<file path="src/rtl/pc_redirect_unit.sv">
// Fetch PC sequencer: sequential advance, one-cycle branch/exception redirect,
// and a HOLD state that parks a redirect until the fetch can advance.
module pc_redirect_unit #(
    parameter logic [31:0] RESET_PC   = 32'h0040_0000,
    parameter logic [31:0] EXC_VECTOR = 32'h0040_0004
) (
    input  logic        clk,
    input  logic        rst,
    input  logic        stall_in,
    input  logic        is_branch,
    input  logic [31:0] branch_target,
    input  logic        exception,
    input  logic        imem_ready,
    output logic [31:0] pc,
    output logic        fetch_req,
    output logic        flush_out,
    output logic        redirect_pending
);

    localparam logic [31:0] RESET_PC_AL = {RESET_PC[31:2], 2'b00};
    localparam logic [31:0] EXC_PC_AL   = {EXC_VECTOR[31:2], 2'b00};

    typedef enum logic {RUN, HOLD} state_t;

    state_t      state, state_next;
    logic [31:0] pend_target, pend_next;
    logic        pend_exc, pend_exc_next;
    logic [31:0] pc_next;
    logic        flush_next;
    logic        advance;

    assign advance = imem_ready && !stall_in;

    always_ff @(posedge clk) begin
        if (rst) begin
            state            <= RUN;
            pc               <= RESET_PC_AL;
            pend_target      <= '0;
            pend_exc         <= 1'b0;
            fetch_req        <= 1'b0;
            flush_out        <= 1'b0;
            redirect_pending <= 1'b0;
        end else begin
            state            <= state_next;
            pc               <= pc_next;
            pend_target      <= pend_next;
            pend_exc         <= pend_exc_next;
            fetch_req        <= 1'b1;
            flush_out        <= flush_next;
            redirect_pending <= (state_next == HOLD);
        end
    end

    always_comb begin
        state_next    = state;
        pc_next       = pc;
        pend_next     = pend_target;
        pend_exc_next = pend_exc;
        flush_next    = 1'b0;
        case (state)
            RUN: begin
                if (advance) begin
                    if (exception) begin
                        pc_next    = EXC_PC_AL;
                        flush_next = 1'b1;
                    end else if (is_branch) begin
                        pc_next = {branch_target[31:2], 2'b00};
                    end else begin
                        pc_next = pc + 32'd4;
                    end
                end else if (exception) begin
                    pend_next     = EXC_PC_AL;
                    pend_exc_next = 1'b1;
                    state_next    = HOLD;
                end else if (is_branch && !stall_in) begin
                    pend_next     = {branch_target[31:2], 2'b00};
                    pend_exc_next = 1'b0;
                    state_next    = HOLD;
                end
            end
            HOLD: begin
                // exception overrides the parked target even in the advance cycle
                if (exception) begin
                    pend_next     = EXC_PC_AL;
                    pend_exc_next = 1'b1;
                end
                if (advance) begin
                    pc_next    = pend_next;
                    flush_next = pend_exc_next;
                    state_next = RUN;
                end
            end
            default: state_next = RUN;
        endcase
    end

endmodule
</file>
<file path="config.mk">
export PLATFORM = sky130hd
export DESIGN_NAME = pc_redirect_unit
export DESIGN_NICKNAME = d
export VERILOG_FILES = /design/src/rtl/pc_redirect_unit.sv
export SDC_FILE = /design/constraint.sdc
export NUM_CORES = 1
export LEC_CHECK = 0
export ABC_CLOCK_PERIOD_IN_PS = 3610
export BUFFER_PORTS_ARGS = -buffer_cell sky130_fd_sc_hd__buf_2
export CAP_MARGIN = 20
export CORE_MARGIN = 1
export CORE_UTILIZATION = 59
export DETAILED_ROUTE_END_ITERATION = 16
export GPL_TIMING_DRIVEN = 0
export PLACE_DENSITY = 0.85
export REMOVE_ABC_BUFFERS = 1
export SLEW_MARGIN = 20
export SYNTH_ARGS = -nofsm -noshare
export SYNTH_HDL_FRONTEND = slang
export SYNTH_SLANG_ARGS = --single-unit
</file>
<file path="constraint.sdc">
create_clock -name clk -period 3.61 [get_ports clk]
set_input_delay 0.5415 -clock clk [delete_from_list [all_inputs] [get_ports clk]]
set_output_delay 0.5415 -clock clk [all_outputs]
set_load 0.05 [all_outputs]
</file>
# == Yosys cells after proc, flatten, opt, wreduce, memory -nomap -nowiden ==
# Cells that the tools add are included.
# word_totals
register_bits,68
input_bits,38
# classes
n_addsub,1
eq_ne,4
mux,25
bitwise,1
n_reduce_logical,5
# ops
cell,n
2-to-1 mux 32 bit,8
one-hot mux 32 bit (2 select lines),2
"adder 32 x 3 -> 32 bit, second input constant",1
2-to-1 mux 1 bit,12
one-hot mux 1 bit (2 select lines),3
"inequality test 2 bit, second input constant",2
AND reduction 2 bit,2
"inequality test 3 bit, second input constant",1
logical AND 1 bit,2
"inequality test 2 x 1 -> 1 bit, second input constant",1
zero test 1 bit,1
inverter 1 bit,1

# == Logic depth before layout (Yosys ltp) ==
# Gate-level depths: netlist of run 1.
# depth
ltp_word,6
depth_mapped,7

# == Worst setup path before layout of run 1 ==
# Ideal clock, no wire load.
# synth_path
path_type,register -> register
from,register pc[3]
to,register pc[22]
setup_ps,122
arrival_ps,2449
t_required_ps,3488
slack_ps,1039
stages_incl_launch_ff,7
n_path_buf,0
period_less_slack_ps,2571
cell_sequence,dfxtp_1 ha_1 nand4_4 or4_4 or2_1 a21o_1 a221o_1
# synth_via
elab_chain_cells,5
# synth_rtl
item,line,text
"start, declared",14,"output logic [31:0] pc,"
"start signal, assigned",45,pc <= pc_next;
adder 32 x 3 -> 32 bit,69,pc_next = pc + 32'd4;
2-to-1 mux 32 bit,66,end else if (is_branch) begin
2-to-1 mux 32 bit,63,if (exception) begin
2-to-1 mux 32 bit,62,if (advance) begin
one-hot mux 32 bit (2 select lines),60,case (state)
# No other way between the ends. The select of a mux whose other input is x is not followed.
# A chain may end at the register's enable or synchronous reset.

# == Worst setup path in the final report of run 1 ==
# layout_path
from,register state
to,register pc[21]
# layout_via
elab_chain_cells,3
# layout_rtl
item,line,text
"start, declared",25,"state_t state, state_next;"
"start signal, assigned",44,state <= state_next;
inverter 1 bit,-,
inequality test 2 bit (no source line),-,
AND reduction 2 bit (no source line),-,
# Parallel ways exist; a longest one is shown, timed or not.

==> results by group, run 1 <==
Drt
  – DR pass1 iterations: 5
  – Routed Antenna Nets: 0
  – Vias/cell: 6.49
  – DR vias: 3903
  – DRT Wirelength: approximately 10000 um
  – Avg WL per Cell: 17.3 um
  – 1st-iter DRT viols: 357
  – DRC viols: 0

Floorplanning
  – Die area: 6550 um^2
  – Die Y-Extent: 80.9 um
  – Placeable Area: 5960 um^2
  – Initial Util: 61.7%
  – Chip width: 80.9 um
  – Ports: 73
  – Rows: 28

Synth
  – Ys flop type: dfxtp_1
  – Yosys reg bits: 68
  – Adder-cell share of the synthesized area: 0.341%
  – Synth warn: 0
  – Share of the synthesized area in the top cell type: 37.1%
  – Synth Area in XOR/XNOR: between 2 and 2.5%
  – Synth Area in Simple Gates: between 20% and 30%
  – Main combinational cell family by area after synthesis: compound AO/OA/AOI/OAI gates
  – Mux contribution to synthesized area: 2.18%
  – Post-synthesis sequential area ratio: between 30% and 40%
  – Area fraction in compound gates after synthesis: between 20% and 30%
  – Mapped Area: about 3700 um^2
  – Post-synth EDFFs: 0
  – Synth Area per Inst: slightly below 8 um^2
  – Top cells by count, synth: dfxtp_1, a21oi_1, nor2_1, nand2_1, clkbuf_1
  – Yosys cell types: 55
  – Biggest area consumer among synthesized cells: dfxtp_1
  – Async SR Flop Fraction: 0%
  – Syn Inst Count: 471
  – Synth area leaders: dfxtp_1, a21oi_1, a22oi_1, nor2_1, o21ai_0
  – Top-count cell post-synth: dfxtp_1

Critical path
  – Cell mode on critical path: nor2_1
  – Worst path required time: between 3 and 4 ns
  – Kind of critical path: reg -> reg
  – CP delay by family, top: simple AND/OR/NAND/NOR gates
  – Slowest-stage cell, CP: nor2_1
  – CP cell instances: buf_16 -> nor2_1 -> o221ai_1 -> nor2_1 -> or4b_2 -> nand3_1
  – Critical path buffers and inverters: 1
  – Arrival time at the worst endpoint: approximately 2.9 ns
  – Crit start category: flip-flop
  – Critical path peak fanout: 26
  – Max stage delay on crit path: 0.68 ns
  – CP Capture Type: flip-flop

Global routing
  – All-Layer GR Usage: 32.6%
  – Vias in the first global route: approximately 3400
  – Initial antenna violation count: 0
  – Gr ovfl total: 0
  – Pin count of the biggest net entering global routing: 60
  – First-pass GRT wire length: 16400 um

Layout
  – N_diodes: 0
  – Fin nets: 560
  – P&R area growth vs syn: 18.7%
  – Layout Cell Area excl Fill: roughly 4400 um^2
  – Share of cells above drive strength 1: 21.7%

Power
  – Worst ir drop on vdd: 0.262 mV
  – Leakage: 0.00170 uW
  – Clock network fraction of design power: approximately two fifths
  – Int Pwr: roughly 1300 uW
  – Seq pwr share: roughly 43%
  – NetSw: 540 uW
  – Sw Share: 28.7%
  – Gate power share: 15.2%
  – Power Density: 432 nW/um^2

Clock network
  – Later-pin clock latency in the skew report: 0.36 ns
  – CTS Buffer Depth: 2
  – Hold Buf Count CTS: 0
  – CTS buffer count: 9
  – Worst-path clk slew: 0.08 ns
  – CTS resizes: 0
  – H-tree Lvls: 3
  – # clock sinks: 68
  – CTS tree: yes
  – Root buffer cell: clkbuf_8
  – Post-CTS Setup Repair Bufs: 0

Timing
  – Final hold viol count: 0
  – Max_slew headroom: approximately 33%
  – Max Clock Freq: approximately 380 MHz
  – Hold_ws: between 0.4 and 0.5 ns
  – Final setup fails: 0
  – Setup ws final: about 0.96 ns
  – Post-route clock period utilization: 73.5%
  – Slew @ Worst Pin: between 0.9 and 1 ns
  – Clk_skew: 0.00983 ns
  – Minimum clock period: 2.65 ns
  – Unrepaired setup endpoints after global routing: no
  – Pins Over Slew Limit: 0

Hold path
  – Worst Hold Class: in -> reg

Placed design
  – HPWL after detailed placement: 6500 um
  – Placed cell area: 4080 um^2
  – I/O Buffers: 70
  – Post-place setup slack: 0.856 ns
  – Routability Congestion: 0.849

Job
  – Max cap viols: 0

Run status
  – Status: completed
flip-flops by register name, indices dropped and copies added (netlist names):
signal,cells
pend_exc,1
state,1
fetch_req,1
pc,32
flush_out,1
pend_target,32
stage by stage:
stage                     TNS, ns  power (uW)  util [%]  instances
after floorplan             -5.82         988         -        432
after global placement     -73.88        1080      66.6        577
after detailed placement        0        1110      68.6        584
after CTS                       0        1870      72.8        600
after global routing            0        1940      73.2        601
final                           0        1880      73.2        601
routing by layer:
metal	GRT usage, %	up-vias	wire [um]	share of wire [%]
met5	0	-	0	0
met4	14.5	0	236	2.3
met3	6.29	26	881	8.5
met2	51.9	206	4860	47
met1	42.6	1834	4420	42
li1	-	1837	-	-
tightest hold or removal path, delay by kind of cell:
family / cells / cell delay (ns)
buffers and inverters: 1 / 0.08
AOI/OAI and AO/OA: 1 / 0.07
and+or+nand+nor: 1 / 0.07
cell usage in the layout (no fill, tap or decap), types with 3 or more instances in the layout:
cell / Yosys / final
o21ai_0: 28 / 28
buf_2: 0 / 74
a22oi_1: 30 / 30
a31oi_1: 3 / 3
nand3b_1: 5 / 5
o311a_1: 4 / 4
nor4_1: 4 / 3
nor2_1: 51 / 51
mux2i_1: 8 / 8
bufinv_16: 0 / 3
nand3_1: 19 / 19
a211oi_1: 10 / 10
dfxtp_1: 68 / 67
xor2_1: 6 / 6
a21oi_1: 56 / 56
nand4_1: 12 / 12
inv_1: 21 / 21
nand2b_1: 5 / 4
a21o_1: 4 / 4
nor3_1: 8 / 8
o211ai_1: 4 / 4
o31ai_1: 3 / 3
buf_16: 0 / 3
clkbuf_8: 0 / 10
a221oi_1: 9 / 9
nand2_1: 35 / 35
xnor2_1: 3 / 3
path summary, 6_finish.rpt:
kind / start / depth (start not counted) / slack (ns) / endpoint
max: state / 6 / 0.96 / pc[21]
min: branch_target[10] / 3 / 0.45 / pend_target[10]
max reg2reg: state / 6 / 0.96 / pc[21]
min reg2reg: pc[1] / 2 / 0.46 / pc[1]
final cells by class:
| class | count | area (um^2) |
|---|---|---|
| inverter | 21 | 78.8 |
| clock buffer | 10 | 138 |
| sequential | 68 | 1360 |
| clock inverter | 6 | 111 |
| tap | 75 | 93.8 |
| timing repair buffer | 78 | 464 |
| multi-input combinational | 343 | 2110 |
| fill | 453 | 1600 |
cell families after synthesis:
logic type               Yosys count
XOR/XNOR                           9
multiplexers                       8
adder cells (fa/ha/maj)            1
buffers and inverters             60
flip-flops                        68
AO/OA/AOI/OAI                    167
AND/OR/NAND/NOR                  158
power by group through the flow:
stage / logic (uW) / registers (uW) / clock network, uW
final: 287 / 812 / 785
after global routing: 307 / 816 / 812
after CTS: 280 / 811 / 783
after detailed placement: 278 / 828 / 0
after global placement: 250 / 831 / 0
after floorplan: 107 / 881 / 0
Power figures use the tool's default switching activity.
==> inputs of run 2 (changes only) <==
--- a/config.mk
+++ b/config.mk
@@ -5,14 +5,14 @@
 export SDC_FILE = /design/constraint.sdc
 export NUM_CORES = 1
 export LEC_CHECK = 0
-export ABC_CLOCK_PERIOD_IN_PS = 3610
+export ABC_CLOCK_PERIOD_IN_PS = 2300
 export BUFFER_PORTS_ARGS = -buffer_cell sky130_fd_sc_hd__buf_2
 export CAP_MARGIN = 20
 export CORE_MARGIN = 1
-export CORE_UTILIZATION = 59
+export CORE_UTILIZATION = 50
 export DETAILED_ROUTE_END_ITERATION = 16
 export GPL_TIMING_DRIVEN = 0
-export PLACE_DENSITY = 0.85
+export PLACE_DENSITY = 0.76
 export REMOVE_ABC_BUFFERS = 1
 export SLEW_MARGIN = 20
 export SYNTH_ARGS = -nofsm -noshare
==> constraint.sdc (replaced) <==
create_clock -name clk -period 2.3 [get_ports clk]
set_input_delay 0.345 -clock clk [delete_from_list [all_inputs] [get_ports clk]]
set_output_delay 0.345 -clock clk [all_outputs]
set_load 0.05 [all_outputs]
==> run 2 against run 1 <==
Compared with the run above:
- sequential power grew 58%
- count of clock-buffer cells in the layout grew 4
- global-route usage shrank 4.2 points
- utilization shrank 10 points
- final cell count grew 4.0%
- clock power grew 10%
- largest cell class unchanged
- register-to-register slack lost 0.88 ns
==> results by group, run 2 (same netlist as run 1, synthesis figures left out) <==
Floorplanning
  – Die Y-Extent: 87.7 um (was 80.9 um)
  – Die area: 7690 um^2 (was 6550 um^2)
  – Chip width: 87.7 um (was 80.9 um)
  – Initial Util: 52.9% (was 61.7%)
  – Rows: 30 (was 28)
  – Ports: 73 (unchanged)
  – Placeable Area: 6940 um^2 (was 5960 um^2)

Job
  – Max cap viols: 0 (unchanged)

Drt
  – DR vias: 3899 (was 3903)
  – DR pass1 iterations: 5 (unchanged)
  – DRC viols: 0 (unchanged)
  – DRT Wirelength: 10700 um (was 10400 um)
  – Avg WL per Cell: 17.1 um (was 17.3 um)
  – 1st-iter DRT viols: 330 (was 357)
  – Vias/cell: 6.24 (was 6.49)
  – Routed Antenna Nets: 0 (unchanged)

Layout
  – P&R area growth vs syn: 19.1% (was 18.7%)
  – N_diodes: 0 (unchanged)
  – Final Util: 63.0% (was 73.2%)
  – Fillers: 605 (was 453)
  – Layout Cell Area excl Fill: 4380 um^2 (was 4360 um^2)
  – Fin nets: 563 (was 560)
  – Most frequent cells in the layout: buf_2, dfxtp_1, a21oi_1 (unchanged)
  – Share of cells above drive strength 1: 22.5% (was 21.7%)
  – Most common cell after layout, fill and taps aside: buf_2 (unchanged)
  – Regs by FF count: pc x32, pend_target x32 (unchanged)

Critical path
  – CP Capture Type: flip-flop (unchanged)
  – Crit start category: flip-flop (unchanged)
  – Worst path required time: 2.54 ns (was 3.90 ns)
  – Critical path peak fanout: 8 (was 26)
  – CP delay by family, top: simple AND/OR/NAND/NOR gates (unchanged)
  – Max stage delay on crit path: 0.52 ns (was 0.68 ns)
  – Arrival time at the worst endpoint: 2.46 ns (was 2.94 ns)
  – CP cell instances: ha_2 -> nand4_4 -> or4_4 -> or2_1 -> a21o_1 -> a221o_1 (was buf_16 -> nor2_1 -> o221ai_1 -> nor2_1 -> or4b_2 -> nand3_1)
  – Kind of critical path: reg -> reg (unchanged)
  – RR Startpoint: pc[2] (was state)
  – CP Launch Point: pc[2] (was state)
  – Critical path buffers and inverters: 0 (was 1)
  – Slowest-stage cell, CP: or4_4 (was nor2_1)

Clock network
  – Worst-path clk slew: 0.07 ns (was 0.08 ns)
  – CTS tree: yes (unchanged)
  – CTS buffer count: 9 (unchanged)
  – # clock sinks: 68 (unchanged)
  – CTS Buffer Depth: 2 (unchanged)
  – H-tree Lvls: 3 (unchanged)
  – Root buffer cell: clkbuf_8 (unchanged)
  – Later-pin clock latency in the skew report: 0.35 ns (was 0.36 ns)

Global routing
  – First-pass GRT wire length: 17100 um (was 16400 um)
  – Pin count of the biggest net entering global routing: 60 (unchanged)
  – Initial antenna violation count: 0 (unchanged)
  – All-Layer GR Usage: 28.4% (was 32.6%)
  – Gr ovfl total: 0 (unchanged)
  – Vias in the first global route: 3523 (was 3440)

Placed design
  – Placed cell area: 4140 um^2 (was 4080 um^2)
  – HPWL after detailed placement: 6870 um (was 6500 um)
  – Routability Congestion: 0.852 (was 0.849)
  – I/O Buffers: 70 (unchanged)

Timing
  – Max Clock Freq: 450 MHz (was 377 MHz)
  – Hold_ws: 0.257 ns (was 0.446 ns)
  – Final hold viol count: 0 (unchanged)
  – Post-route clock period utilization: 96.7% (was 73.5%)
  – Max_slew headroom: 26.6% (was 32.9%)
  – Clk_skew: 0.00734 ns (was 0.00983 ns)
  – Pins Over Slew Limit: 0 (unchanged)
  – Unrepaired setup endpoints after global routing: no (unchanged)
  – Slew @ Worst Pin: 1.10 ns (was 0.997 ns)
  – Final setup fails: 0 (unchanged)
  – Minimum clock period: 2.22 ns (was 2.65 ns)

Power
  – Worst ir drop on vdd: 0.291 mV (was 0.262 mV)
  – Leakage: 0.00170 uW (about the same)
  – Power Density: 594 nW/um^2 (was 432 nW/um^2)

Hold path
  – Min-Delay Startpoint: branch_target[12] (was branch_target[10])
  – Worst Hold Class: in -> reg (unchanged)

Run status
  – Status: completed (unchanged)
## run 2: changes by cell type in the layout (fill, tap and decap cells not counted), sizes merged
cell	change
buf	+1
clkbuf	+5
bufinv	-3
clkinvlp	+1
inv	-1
## run 2: path summary, 6_finish.rpt
check	end	depth (start not counted)	slack [ns]
worst max register to register	pc[22]	6	0.08
worst min-delay path	pend_target[12]	3	0.26
worst max-delay path	pc[22]	6	0.08
worst min register to register	pc[0]	2	0.45
## run 2: worst min-delay path, delay by kind of cell
| kind | cells | cell delay [ns] |
|---|---|---|
| buf+inv | 1 | 0.09 |
| compound gates | 1 | 0.07 |
| simple gates | 1 | 0.07 |
## run 2: metal layers
layer	up-vias	routed length [um]	part of all wire, %	GRT usage (%)
li1	1855	-	-	-
met1	1850	4750	44	39.1
met2	176	5020	47	45.2
met3	18	766	7.1	3.86
met4	0	179	1.7	11.2
met5	-	0	0	0
## run 2: where the power goes
| part | leakage, uW | total, uW | internal (uW) | switching (uW) |
|---|---|---|---|---|
| clock | 0.0000844 | 866 | 420 | 446 |
| sequential | 0.000555 | 1280 | 1220 | 60.4 |
| combinational | 0.00106 | 456 | 148 | 308 |
| total | 0.00170 | 2600 | 1780 | 815 |
## run 2: layout make-up
cell class,instances,area [um^2],area share [%]
clock buffers,14,153,3.49
clock inverters,2,10.0,0.229
inverters,21,82.6,1.89
multi-input cells,343,2150,49.2
flip-flops and latches,68,1370,31.3
well taps,96,120,2.75
repair buffers,80,487,11.1
repair inverters,1,5.00,0.114
## run 2: stage by stage
step / setup slack (ns) / power, uW / std cells / setup TNS, ns
finish: 0.0770 / 2600 / 625 / 0
global route: 0.0220 / 2700 / 625 / 0
CTS: 0.0267 / 2590 / 622 / 0
detailed placement: -0.334 / 1740 / 606 / -3.39
global placement: -3.59 / 1700 / 598 / -148.54
floorplan: -1.54 / 1550 / 432 / -62.11
## run 2: what timing repair did
action | 4_1_cts | 5_1_grt
pin swaps | 1 | 1
buffers inserted | 0 | 2
cloned | 0 | 1
resized for setup | 8 | 4
hold buffers | 0 | 0
setup endpoints to repair | 16 | 13
==> inputs of run 3 (changes only) <==
--- a/config.mk
+++ b/config.mk
@@ -5,6 +5,7 @@
 export SDC_FILE = /design/constraint.sdc
 export NUM_CORES = 1
 export LEC_CHECK = 0
+export ABC_AREA = 1
 export ABC_CLOCK_PERIOD_IN_PS = 2300
 export BUFFER_PORTS_ARGS = -buffer_cell sky130_fd_sc_hd__buf_2
 export CAP_MARGIN = 20
==> run 3 against run 2 <==
Compared with the run above:
- highest routed layer unchanged
- synthesized area rose by 4.4%
- register-to-register slack better by 0.19 ns
- clock skew grew 0.0020 ns
- combinational power up 25%
- maximum frequency is 0.92% higher
- largest cell class unchanged
- global-route usage is 0.57 points higher
- critical endpoint is now pend_target[2]
- wire length increased by 8.2%
==> results by group, run 3 <==
Run status
  – Status: completed (unchanged)

Placed design
  – Routability Congestion: 0.918 (was 0.852)
  – HPWL after detailed placement: 6960 um (was 6870 um)
  – Placed Instances: 729 (was 606)
  – I/O Buffers: 70 (unchanged)
  – Placed cell area: 4170 um^2 (was 4140 um^2)

Synth
  – Syn Inst Count: 591 (was 471)
  – Yosys cell types: 33 (was 55)
  – Top cells by count, synth: nand2_1, a21oi_1, dfxtp_1, nand3_1, nor2_1 (was dfxtp_1, a21oi_1, nor2_1, nand2_1, clkbuf_1)
  – Synth warn: 0 (unchanged)
  – Post-synth EDFFs: 0 (unchanged)
  – Mapped Area: 3830 um^2 (was 3670 um^2)
  – Biggest area consumer among synthesized cells: dfxtp_1 (unchanged)
  – Top-count cell post-synth: nand2_1 (was dfxtp_1)
  – Post-synthesis sequential area ratio: 35.5% (was 37.1%)
  – Async SR Flop Fraction: 0% (unchanged)
  – Synth area leaders: dfxtp_1, nand2_1, a21oi_1, nand3_1, o21ai_0 (was dfxtp_1, a21oi_1, a22oi_1, nor2_1, o21ai_0)
  – Synth Area per Inst: 6.49 um^2 (was 7.80 um^2)
  – Yosys reg bits: 68 (unchanged)
  – Share of the synthesized area in the top cell type: 35.5% (was 37.1%)
  – Ys flop type: dfxtp_1 (unchanged)

Power
  – NetSw: 991 uW (was 815 uW)
  – Power Density: 647 nW/um^2 (was 594 nW/um^2)
  – Sw Share: 34.9% (was 31.4%)
  – Gate power share: 20.1% (was 17.6%)
  – Worst ir drop on vdd: 0.474 mV (was 0.291 mV)
  – Seq pwr share: 46.4% (was 49.1%)
  – Int Pwr: 1850 uW (was 1780 uW)
  – Leakage: 0.00177 uW (was 0.00170 uW)
  – Clock network fraction of design power: 33.6% (was 33.3%)

Clock network
  – CTS tree: yes (unchanged)
  – Worst-path clk slew: 0.08 ns (was 0.07 ns)
  – Later-pin clock latency in the skew report: 0.36 ns (was 0.35 ns)
  – CTS Buffer Depth: 2 (unchanged)
  – # clock sinks: 68 (unchanged)
  – Root buffer cell: clkbuf_8 (unchanged)
  – H-tree Lvls: 3 (unchanged)
  – Hold Buf Count CTS: 0 (unchanged)
  – Post-CTS Setup Repair Bufs: 0 (unchanged)
  – CTS buffer count: 9 (unchanged)

Hold path
  – Worst Hold Class: in -> reg (unchanged)

Floorplanning
  – Die area: 8020 um^2 (was 7690 um^2)
  – Initial Util: 52.3% (was 52.9%)
  – Rows: 31 (was 30)
  – Chip width: 89.6 um (was 87.7 um)
  – Die Y-Extent: 89.6 um (was 87.7 um)
  – Ports: 73 (unchanged)
  – Placeable Area: 7330 um^2 (was 6940 um^2)

Critical path
  – Arrival time at the worst endpoint: 2.46 ns (about the same)
  – Kind of critical path: in -> reg (was reg -> reg)
  – Critical path peak fanout: 52 (was 8)
  – Worst path required time: 2.55 ns (was 2.54 ns)
  – CP Capture Type: flip-flop (unchanged)
  – Crit start category: input port (was flip-flop)

Timing
  – Final setup fails: 0 (unchanged)
  – Max_slew headroom: 25.8% (was 26.6%)
  – Pins Over Slew Limit: 0 (unchanged)
  – Max Clock Freq: 454 MHz (was 450 MHz)
  – Minimum clock period: 2.20 ns (was 2.22 ns)
  – Slew @ Worst Pin: 1.11 ns (was 1.10 ns)
  – Clk_skew: 0.00929 ns (was 0.00734 ns)
  – Final hold viol count: 0 (unchanged)
  – Post-route clock period utilization: 95.8% (was 96.7%)
  – Unrepaired setup endpoints after global routing: no (unchanged)

Job
  – Max cap viols: 0 (unchanged)

Global routing
  – All-Layer GR Usage: 29.0% (was 28.4%)
  – Initial antenna violation count: 0 (unchanged)
  – Gr ovfl total: 0 (unchanged)
  – Pin count of the biggest net entering global routing: 53 (was 60)
  – Vias in the first global route: 3737 (was 3523)
  – First-pass GRT wire length: 17800 um (was 17100 um)

Drt
  – 1st-iter DRT viols: 311 (was 330)
  – DR pass1 iterations: 5 (unchanged)
  – DRT Wirelength: 11600 um (was 10700 um)
  – DRC viols: 0 (unchanged)
  – Routed Antenna Nets: 0 (unchanged)
  – DR vias: 4264 (was 3899)
  – Vias/cell: 5.70 (was 6.24)
  – Avg WL per Cell: 15.5 um (was 17.1 um)

Layout
  – Fin nets: 683 (was 563)
  – P&R area growth vs syn: 14.6% (was 19.1%)
  – Most common cell after layout, fill and taps aside: nand2_1 (was buf_2)
  – N_diodes: 0 (unchanged)
  – Regs by FF count: pc x32, pend_target x32 (unchanged)
  – Layout Cell Area excl Fill: 4390 um^2 (was 4380 um^2)
  – Most frequent cells in the layout: nand2_1, a21oi_1, buf_2 (was buf_2, dfxtp_1, a21oi_1)
  – Share of cells above drive strength 1: 17.4% (was 22.5%)
  – Final Non-Filler Cells: 748 (was 625)
## run 3: cell types whose count changed in the layout (fill, tap and decap cells not counted), sizes merged, moves of 10 or more
cell / before / now
nand2: 35 / 140
nand3: 19 / 63
a21oi: 56 / 90
a22oi: 30 / 0
o21ai: 28 / 52
inv: 20 / 40
nor2: 51 / 69
o21a: 0 / 15
nand4: 14 / 0
a211oi: 11 / 1
## run 3: final timing paths
check / from / endpoint / slack [ns] / cells after the start
worst min-delay path: branch_target[5] / pend_target[5] / 0.26 / 3
worst max register to register: state / pend_target[2] / 0.27 / 6
worst min register to register: pend_target[0] / pend_target[0] / 0.46 / 2
worst max-delay path: is_branch / pend_target[2] / 0.1 / 7
## run 3: repair_timing
| action | in CTS | in global routing |
|---|---|---|
| setup endpoints to repair | 31 | 32 |
| resized for setup | 2 | 2 |
| pin swaps | 1 | 2 |
| cloned | 1 | 2 |
## run 3: logic make-up (layout without fill, tap and decap cells)
group / count (synthesis) / in the layout / synth area share [%]
xor gates and xnor gates: 5 / 5 / 1.14
adders and majority gates: 1 / 1 / 0.326
and+or+nand+nor: 277 / 280 / 31.2
AOI/OAI and AO/OA: 167 / 167 / 23.6
buffers and inverters: 73 / 128 / 8.19
DFF: 68 / 68 / 35.5
## run 3: metrics by stage
stage / setup slack, ns / setup TNS [ns] / total power (uW) / hold slack [ns] / utilization (%)
5_1_grt: 0.0139 / 0 / 2950 / 0.260 / 59.9
3_5_place_dp: -0.662 / -23.12 / 1890 / 0.452 / 56.9
3_3_place_gp: -1.45 / -74.82 / 1870 / 0.445 / 56.6
4_1_cts: 0.0253 / 0 / 2820 / 0.260 / 59.6
2_1_floorplan: -0.0142 / -0.0284 / 1700 / 0.414 / -
6_report: 0.0973 / 0 / 2840 / 0.259 / 59.9
## run 3: critical path: stages
cell and delay (ns):
buf_2 0.22, inv_2 0.38, o21ai_1 0.31, nand2_1 0.12, inv_4 0.32, nand2_4 0.33, a221oi_1 0.36
## run 3: layout make-up
type	instances	area, um^2
clock buffers	11	151
clock inverters	5	36.3
fillers	731	2940
inverters	41	160
multi-input cells	453	2190
flip-flops and latches	68	1360
well taps	99	124
repair buffers	71	365
## run 3: power by group through the flow
stage	clock [uW]	sequential, uW	combinational [uW]
floorplan	0	1460	246
global placement	0	1340	533
detailed placement	0	1340	548
CTS	949	1310	557
global route	1000	1330	617
finish	955	1320	571
## run 3: metal layers
metal	global-route usage, %	wire, um	share of wire (%)
met4	8.95	197	1.7
met1	37.5	5140	44
met5	0	0	0
met3	5.82	829	7.2
met2	48.7	5420	47
